`src/rtl/mux21_stim_seq_pkg.sv`:
```
// Shared definitions for the mux21 stimulus sequencer: FSM encoding and
// default toggle periods / sequence length.
package mux21_stim_pkg;

  typedef enum logic [1:0] {
    ST_IDLE = 2'd0,
    ST_RUN  = 2'd1,
    ST_DONE = 2'd2
  } state_t;

  localparam int DEF_CNT_W   = 8;
  localparam int DEF_DIV_S   = 10;
  localparam int DEF_DIV_I1  = 20;
  localparam int DEF_DIV_I0  = 40;
  localparam int DEF_RUN_LEN = 100;
  localparam int DEF_ERR_W   = 8;

endpackage

```
`src/rtl/mux21_stim_seq_div_toggle.sv`:
```
// Divide-by-DIV toggle: while enabled, counts 0..DIV-1 and flips q on each
// wrap, so q during enabled cycle n equals floor(n/DIV) mod 2.
// clr has priority over en and returns both counter and q to zero.
module div_toggle #(
  parameter int DIV   = 10,
  parameter int CNT_W = 8
) (
  input  logic clk,
  input  logic rst_n,
  input  logic clr,
  input  logic en,
  output logic q
);

  logic [CNT_W-1:0] cnt;

  // Period counter and output toggle flop.
  always_ff @(posedge clk or negedge rst_n) begin
    if (!rst_n) begin
      cnt <= '0;
      q   <= 1'b0;
    end else if (clr) begin
      cnt <= '0;
      q   <= 1'b0;
    end else if (en) begin
      if (cnt == CNT_W'(DIV - 1)) begin
        cnt <= '0;
        q   <= ~q;
      end else begin
        cnt <= cnt + 1'b1;
      end
    end
  end

endmodule

```
`src/rtl/mux21_stim_seq.sv`:
```
// Clocked stimulus sequencer and checker for a 2:1 mux.
// Drives I[1:0] and s with independent toggle periods for RUN_LEN cycles
// and counts cycles where mux_out differs from s ? I[1] : I[0].
//
// Handshake: start is a one-cycle request, accepted only in IDLE (ignored
// in RUN and DONE). busy is high for exactly RUN_LEN cycles starting the
// cycle after acceptance; done is a one-cycle pulse the cycle after busy
// falls. err_cnt/err_flag hold their value until the next accepted start.
module mux21_stim_seq
  import mux21_stim_pkg::*;
#(
  parameter int CNT_W   = DEF_CNT_W,
  parameter int DIV_S   = DEF_DIV_S,
  parameter int DIV_I1  = DEF_DIV_I1,
  parameter int DIV_I0  = DEF_DIV_I0,
  parameter int RUN_LEN = DEF_RUN_LEN,
  parameter int ERR_W   = DEF_ERR_W
) (
  input  logic             clk,
  input  logic             rst_n,
  input  logic             start,
  input  logic             mux_out,
  output logic [1:0]       I,
  output logic             s,
  output logic             busy,
  output logic             done,
  output logic [ERR_W-1:0] err_cnt,
  output logic             err_flag
);

  state_t           state;
  state_t           state_nxt;
  logic [CNT_W-1:0] t;
  logic [ERR_W-1:0] err_nxt;
  logic             accept;
  logic             last;
  logic             clr;
  logic             en;
  logic             expected;
  logic             q_s;
  logic             q_i1;
  logic             q_i0;

  assign accept = (state == ST_IDLE) && start;
  assign last   = (state == ST_RUN) && (t == CNT_W'(RUN_LEN - 1));
  // Clearing on the last RUN edge also returns I and s to 0 in DONE.
  assign clr    = accept || last;
  assign en     = (state == ST_RUN);

  assign I    = {q_i1, q_i0};
  assign s    = q_s;
  assign busy = (state == ST_RUN);
  assign done = (state == ST_DONE);

  // Golden mux model on the stimulus held during the current cycle.
  assign expected = q_s ? q_i1 : q_i0;

  div_toggle #(.DIV(DIV_S),  .CNT_W(CNT_W)) u_div_s  (
    .clk(clk), .rst_n(rst_n), .clr(clr), .en(en), .q(q_s)
  );
  div_toggle #(.DIV(DIV_I1), .CNT_W(CNT_W)) u_div_i1 (
    .clk(clk), .rst_n(rst_n), .clr(clr), .en(en), .q(q_i1)
  );
  div_toggle #(.DIV(DIV_I0), .CNT_W(CNT_W)) u_div_i0 (
    .clk(clk), .rst_n(rst_n), .clr(clr), .en(en), .q(q_i0)
  );

  // State register.
  always_ff @(posedge clk or negedge rst_n) begin
    if (!rst_n) state <= ST_IDLE;
    else        state <= state_nxt;
  end

  // Next-state logic: IDLE -> RUN on start, RUN -> DONE after RUN_LEN
  // cycles, DONE -> IDLE after one cycle.
  always_comb begin
    state_nxt = state;
    case (state)
      ST_IDLE: if (start) state_nxt = ST_RUN;
      ST_RUN:  if (last)  state_nxt = ST_DONE;
      ST_DONE: state_nxt = ST_IDLE;
      default: state_nxt = ST_IDLE;
    endcase
  end

  // RUN cycle counter t.
  always_ff @(posedge clk or negedge rst_n) begin
    if (!rst_n)    t <= '0;
    else if (clr)  t <= '0;
    else if (en)   t <= t + 1'b1;
  end

  // Next mismatch count: cleared on accept, saturating increment in RUN.
  always_comb begin
    err_nxt = err_cnt;
    if (accept) begin
      err_nxt = '0;
    end else if (en && (mux_out != expected) && (err_cnt != {ERR_W{1'b1}})) begin
      err_nxt = err_cnt + 1'b1;
    end
  end

  // Mismatch counter and flag update together.
  always_ff @(posedge clk or negedge rst_n) begin
    if (!rst_n) begin
      err_cnt  <= '0;
      err_flag <= 1'b0;
    end else begin
      err_cnt  <= err_nxt;
      err_flag <= (err_nxt != '0);
    end
  end

endmodule
```
`config.mk`:
```
export PLATFORM = sky130hd
export DESIGN_NAME = mux21_stim_seq
export DESIGN_NICKNAME = d
export VERILOG_FILES = /design/src/rtl/mux21_stim_seq_pkg.sv /design/src/rtl/mux21_stim_seq_div_toggle.sv /design/src/rtl/mux21_stim_seq.sv
export SDC_FILE = /design/constraint.sdc
export NUM_CORES = 1
export LEC_CHECK = 0
export BUFFER_PORTS_ARGS = -buffer_cell sky130_fd_sc_hd__buf_2
export CELL_PAD_IN_SITES_DETAIL_PLACEMENT = 1
export CELL_PAD_IN_SITES_GLOBAL_PLACEMENT = 1
export CORE_MARGIN = 2
export CORE_UTILIZATION = 45
export CTS_BUF_LIST = sky130_fd_sc_hd__clkbuf_4
export CTS_CLUSTER_DIAMETER = 40
export DETAILED_ROUTE_END_ITERATION = 8
export PLACE_DENSITY_LB_ADDON = 0.15
export REMOVE_ABC_BUFFERS = 1
export SYNTH_ARGS = -nofsm -noshare
export SYNTH_HDL_FRONTEND = slang
export SYNTH_SLANG_ARGS = --single-unit
```
`constraint.sdc`:
```
create_clock -name clk -period 4.48 [get_ports clk]
set_input_delay 0.896 -clock clk [delete_from_list [all_inputs] [get_ports clk]]
set_output_delay 0.896 -clock clk [all_outputs]
set_load 0.1 [all_outputs]
```
# Word-level counts from Yosys, hierarchy flattened
# Index checks and enable logic that the tools add are counted.
# totals
ff_bits	46
inputBits	4
word_cells	69
# op_classes
add_sub_neg	5
n_eq_ne	10
n_mux	26
bitwise	3
reduce_logical	15
# ops
cell	n
8-bit 2-to-1 mux	13
8-bit by 1-bit adder with 8-bit output (second input constant)	5
1-bit 2-to-1 mux	10
8-bit by 4-bit equality test with 1-bit output (second input constant)	1
8-bit by 5-bit equality test with 1-bit output (second input constant)	1
8-bit by 6-bit equality test with 1-bit output (second input constant)	1
8-bit by 7-bit equality test with 1-bit output (second input constant)	1
8-bit != test (second input constant)	1
2-bit AND reduction	4
2-bit nonzero test	4
8-bit nonzero test	1
1-bit logical AND	4
2-bit 2-to-1 mux	2
2-bit != test (second input constant)	2
2-bit case mux with 2 select lines	1
1-bit inverter	3
2-bit by 1-bit equality test with 1-bit output (second input constant)	1
2-bit equality test (second input constant)	1
2-bit zero test	1
1-bit logical OR	1
1-bit != test	1

# Longest topological paths before layout
# logic_depth
ltp_word	7
ltp_mapped	7

# Hierarchy
# A second synthesis with hierarchy kept.
# unflattened
hier_cells	264
area_unflattened_um2	2528.7
# by_module_without_submodules
module	n_inst	cells_each	area_each_um2	seq_area_each_um2
mux21_stim_seq	1	109	1044.8	475.5
div_toggle (u_div_s)	1	54	516.7	225.2
div_toggle (u_div_i1)	1	52	499.2	225.2
div_toggle (u_div_i0)	1	49	467.9	225.2

# Worst setup path before layout
# OpenSTA, ideal clock, no wires.
# synth_path
path_type	register to register
from	register err_cnt[4]
to	register err_flag
setup_time_ns	0.138
t_arrival_ns	2.559
required_time_ns	4.342
path_slack_ns	1.782
stages_incl_launch_ff	7
n_path_buf	1
period_less_slack_ns	2.698
cell_sequence	dfrtp_1 buf_2 and4_1 nand2_1 o21a_1 o311a_1 or4b_1
# synth_between
elab_chain_cells	5
elab_cells_between_ends	6
classes_between	add/sub: 1; eq/ne: 1; mux: 2; reduce/logical: 2
# synth_lines
element	line	source
from (decl)	mux21_stim_seq.sv:27	output logic [ERR_W-1:0] err_cnt,
from (signal assigned)	mux21_stim_seq.sv:109	err_cnt <= err_nxt;
branches (longest 2 deep; another with 8-bit by 1-bit adder with 8-bit output)	--	
8-bit 2-to-1 mux (*)	mux21_stim_seq.sv:98	end else if (en && (mux_out != expected) && (err_cnt != {ERR_W{1'b1}})) begin
8-bit 2-to-1 mux (*)	mux21_stim_seq.sv:96	if (accept) begin
8-bit nonzero test (*)	mux21_stim_seq.sv:110	err_flag <= (err_nxt != '0);
to (signal assigned)	mux21_stim_seq.sv:110	
to (decl)	mux21_stim_seq.sv:28	output logic err_flag
# Mark *: on every way between the ends.
# A chain may end at the register's enable or synchronous reset.

# Worst setup path after layout
# layout_path
from	register state[0]
to	output busy
# layout_between
elab_chain_cells	1
# layout_lines
element	line	source
from (decl)	mux21_stim_seq.sv:31	state_t state;
from (signal assigned)	mux21_stim_seq.sv:71	else state <= state_nxt;
2-bit by 1-bit equality test with 1-bit output	mux21_stim_seq.sv:52	assign busy = (state == ST_RUN);
to (decl)	mux21_stim_seq.sv:25	output logic busy,
# Every way passes these cells.

==> results_dict.tcl <==
set metrics [dict create \
    cp-start-kind "flip-flop" \
    cts_resized 0 \
    final_cell_mix "dfrtp_1 (46), nor2_1 (33), o21ai_0 (20), nand2_1 (19), buf_2 (17)" \
    grt_pass1_vias 2035 \
    synth_cell_types 58 \
    outcome "finished, final reports clean" \
    relSlewSlack 0.5331 \
    crit_arrival_ps 1860 \
    rsz0062_at_grt "false" \
    tritoncts "built" \
    cts_hold_buf 0 \
    post-route-period-util 0.6152 \
    cts.sinks 46 \
    fin_ws_ps 1724 \
    postLayoutCoreUtil 0.4972 \
    die_w_um 79.44 \
    viasPerCell 5.626 \
    fin_skew_ps 9.082 \
    fin_hold_ws_ps 527.2 \
    finalCriticalPeriod_ps 2756 \
    crit_path_end_kind "primary output" \
    drive_gt1_frac 0.1486 \
    nFillCells 648 \
    synth.area.top_cells "dfrtp_1 (45%), xor2_1 (5.1%), nor2_1 (4.8%)" \
    cts.path.max_buffers 2 \
    dpl.hpwl_mm 3.951 \
    setup_tns_ps 0 \
    yosysSeqAreaShare 0.4494 \
    numCtsBuffers 5 \
    antenna_left 0 \
    grt_first_pass_wirelength_mm 9.639 \
    globalRouteOverflowTotal 0 \
    place.gp.congestion 0.8318 \
    fin_cells 348 \
    fmax_ghz 0.3629 \
    final_common_cell "dfrtp_1" \
    ys_ff_latch 46 \
    async_flop_share 1.000 \
    dp_cells 341 \
    io_pins 18 \
    yosysTopAreaCell "dfrtp_1" \
    clk_pin_slew_ps 130 \
    start_util 0.4651 \
    p_per_area_mw_per_mm2 609.5 \
    tightest_slew_ps 693.9 \
    peakVddDrop_mv 0.4419 \
    grt_usage 0.1954 \
    grt_max_degree 47 \
    timing_max_transition_violations_final 0 \
    post-place-ws_ps 1677 \
    rrSetupSlack_ps 1940 \
    drtIter0Drc 43 \
    layout.nets 286 \
    antennaDiodeCount 0 \
    synth_top_area_share 0.4494 \
    area_growth_pct 6.888 \
    synth_cells 260 \
    synth_edf_count 0 \
    num_vias 1958 \
    crit_type "reg -> out" \
    ys_warn_count 0 \
    io_buffers 17 \
    min_path_type "reg -> reg" \
    synth_ff_type "dfrtp_1" \
    syn_area_sq_mm 0.002561 \
    die_height_um 79.44 \
    drt-pass1-iter-count 4 \
    grt_antenna_before_repair 0 \
    cp.required_ps 3580 \
    drc 0 \
    insertion_delay_ps 350 \
    maxCapViolations 0 \
    num_rows 27 \
    path_max_fanout 10 \
    wl_per_cell_um 16.15 \
    floorplan.core_area_sq_mm 0.005507 \
    p_leak_nw 1.253 \
    cts_setup_buffers 0 \
    dieArea_sq_mm 0.006311 \
    finalSetupViolCount 0 \
    hold_violations 0 \
    cts-root-buf "clkbuf_4" \
    wl_mm 5.621 \
    syn_avg_cell_area_sq_um 9.851 \
    htreeDepth 2 \
]
==> final timing paths <==
check,start,depth (start not counted),endpoint
worst min-delay path,u_div_i1.cnt[0],1,u_div_i1.cnt[0]
worst max-delay path,state[0],3,busy
worst max register to register,t[0],7,u_div_s.q
max in group asynchronous,rst_n,2,t[6]
worst min register to register,u_div_i1.cnt[0],1,u_div_i1.cnt[0]
min in group asynchronous,rst_n,2,u_div_i1.cnt[5]
==> critical path, stage by stage (launching register included) <==
cell and delay, ps:
dfrtp_1 520, or2b_1 320, inv_1 190, buf_2 470
==> power breakdown <==
part,switching (mW),total (mW),internal (mW)
Sequential,0.158,0.696,0.538
Combinational,0.522,0.775,0.254
Clock,0.126,0.198,0.0716
Total,0.806,1.67,0.863
==> layout make-up <==
class / count / area [sq um] / share of cell area
Multi-Input combinational cell: 196 / 1310 / 0.4785
Timing Repair Buffer: 20 / 107.6 / 0.03931
Sequential cell: 46 / 1151 / 0.4205
Inverter: 7 / 26.28 / 0.009598
Clock buffer: 7 / 52.55 / 0.01920
Tap cell: 72 / 90.09 / 0.03291
==> registers in the layout, summed over array words and instances, names as in the netlist <==
name and cells:
u_div_s.cnt 8, u_div_s.q 1, u_div_i1.q 1, state 2, err_flag 1, u_div_i0.q 1
t 8, u_div_i0.cnt 8, err_cnt 8, u_div_i1.cnt 8
==> per-layer routing <==
layer,wire (um),vias to the layer above,track usage,share of wire
met5,0,-,0,0
met4,48,0,0.07931,0.0085
met3,145,4,0.02941,0.026
met2,2630,25,0.3118,0.47
met1,2796,973,0.2663,0.50
li1,-,956,-,-
==> cells by family after synthesis <==
kind of cell | Yosys count | synth area share
simple gates | 119 | 0.2536
flops | 46 | 0.4494
compound gates | 42 | 0.1148
xor+xnor | 21 | 0.07181
buf+inv | 18 | 0.03908
mux | 8 | 0.04201
fa+ha+maj | 6 | 0.02931
==> cell usage after synthesis, types with 3 or more instances <==
master / number
a21oi_1: 3
a22o_1: 3
and3_1: 8
buf_4: 4
clkbuf_1: 3
dfrtp_1: 46
ha_1: 6
inv_1: 7
mux2i_1: 4
nand2_1: 19
nand2b_1: 3
nand3_1: 11
nand4_1: 10
nor2_1: 33
nor3_1: 9
o21ai_0: 20
xnor2_1: 6
xor2_1: 15
==> through the flow <==
step / cell area (sq um) / power, mW
2_1_floorplan: 2487 / 1.308
3_3_place_gp: 2685 / 1.466
3_5_place_dp: 2685 / 1.484
4_1_cts: 2738 / 1.686
5_1_grt: 2738 / 1.793
6_report: 2738 / 1.669
Note: power is estimated with default switching activity, not from simulation.
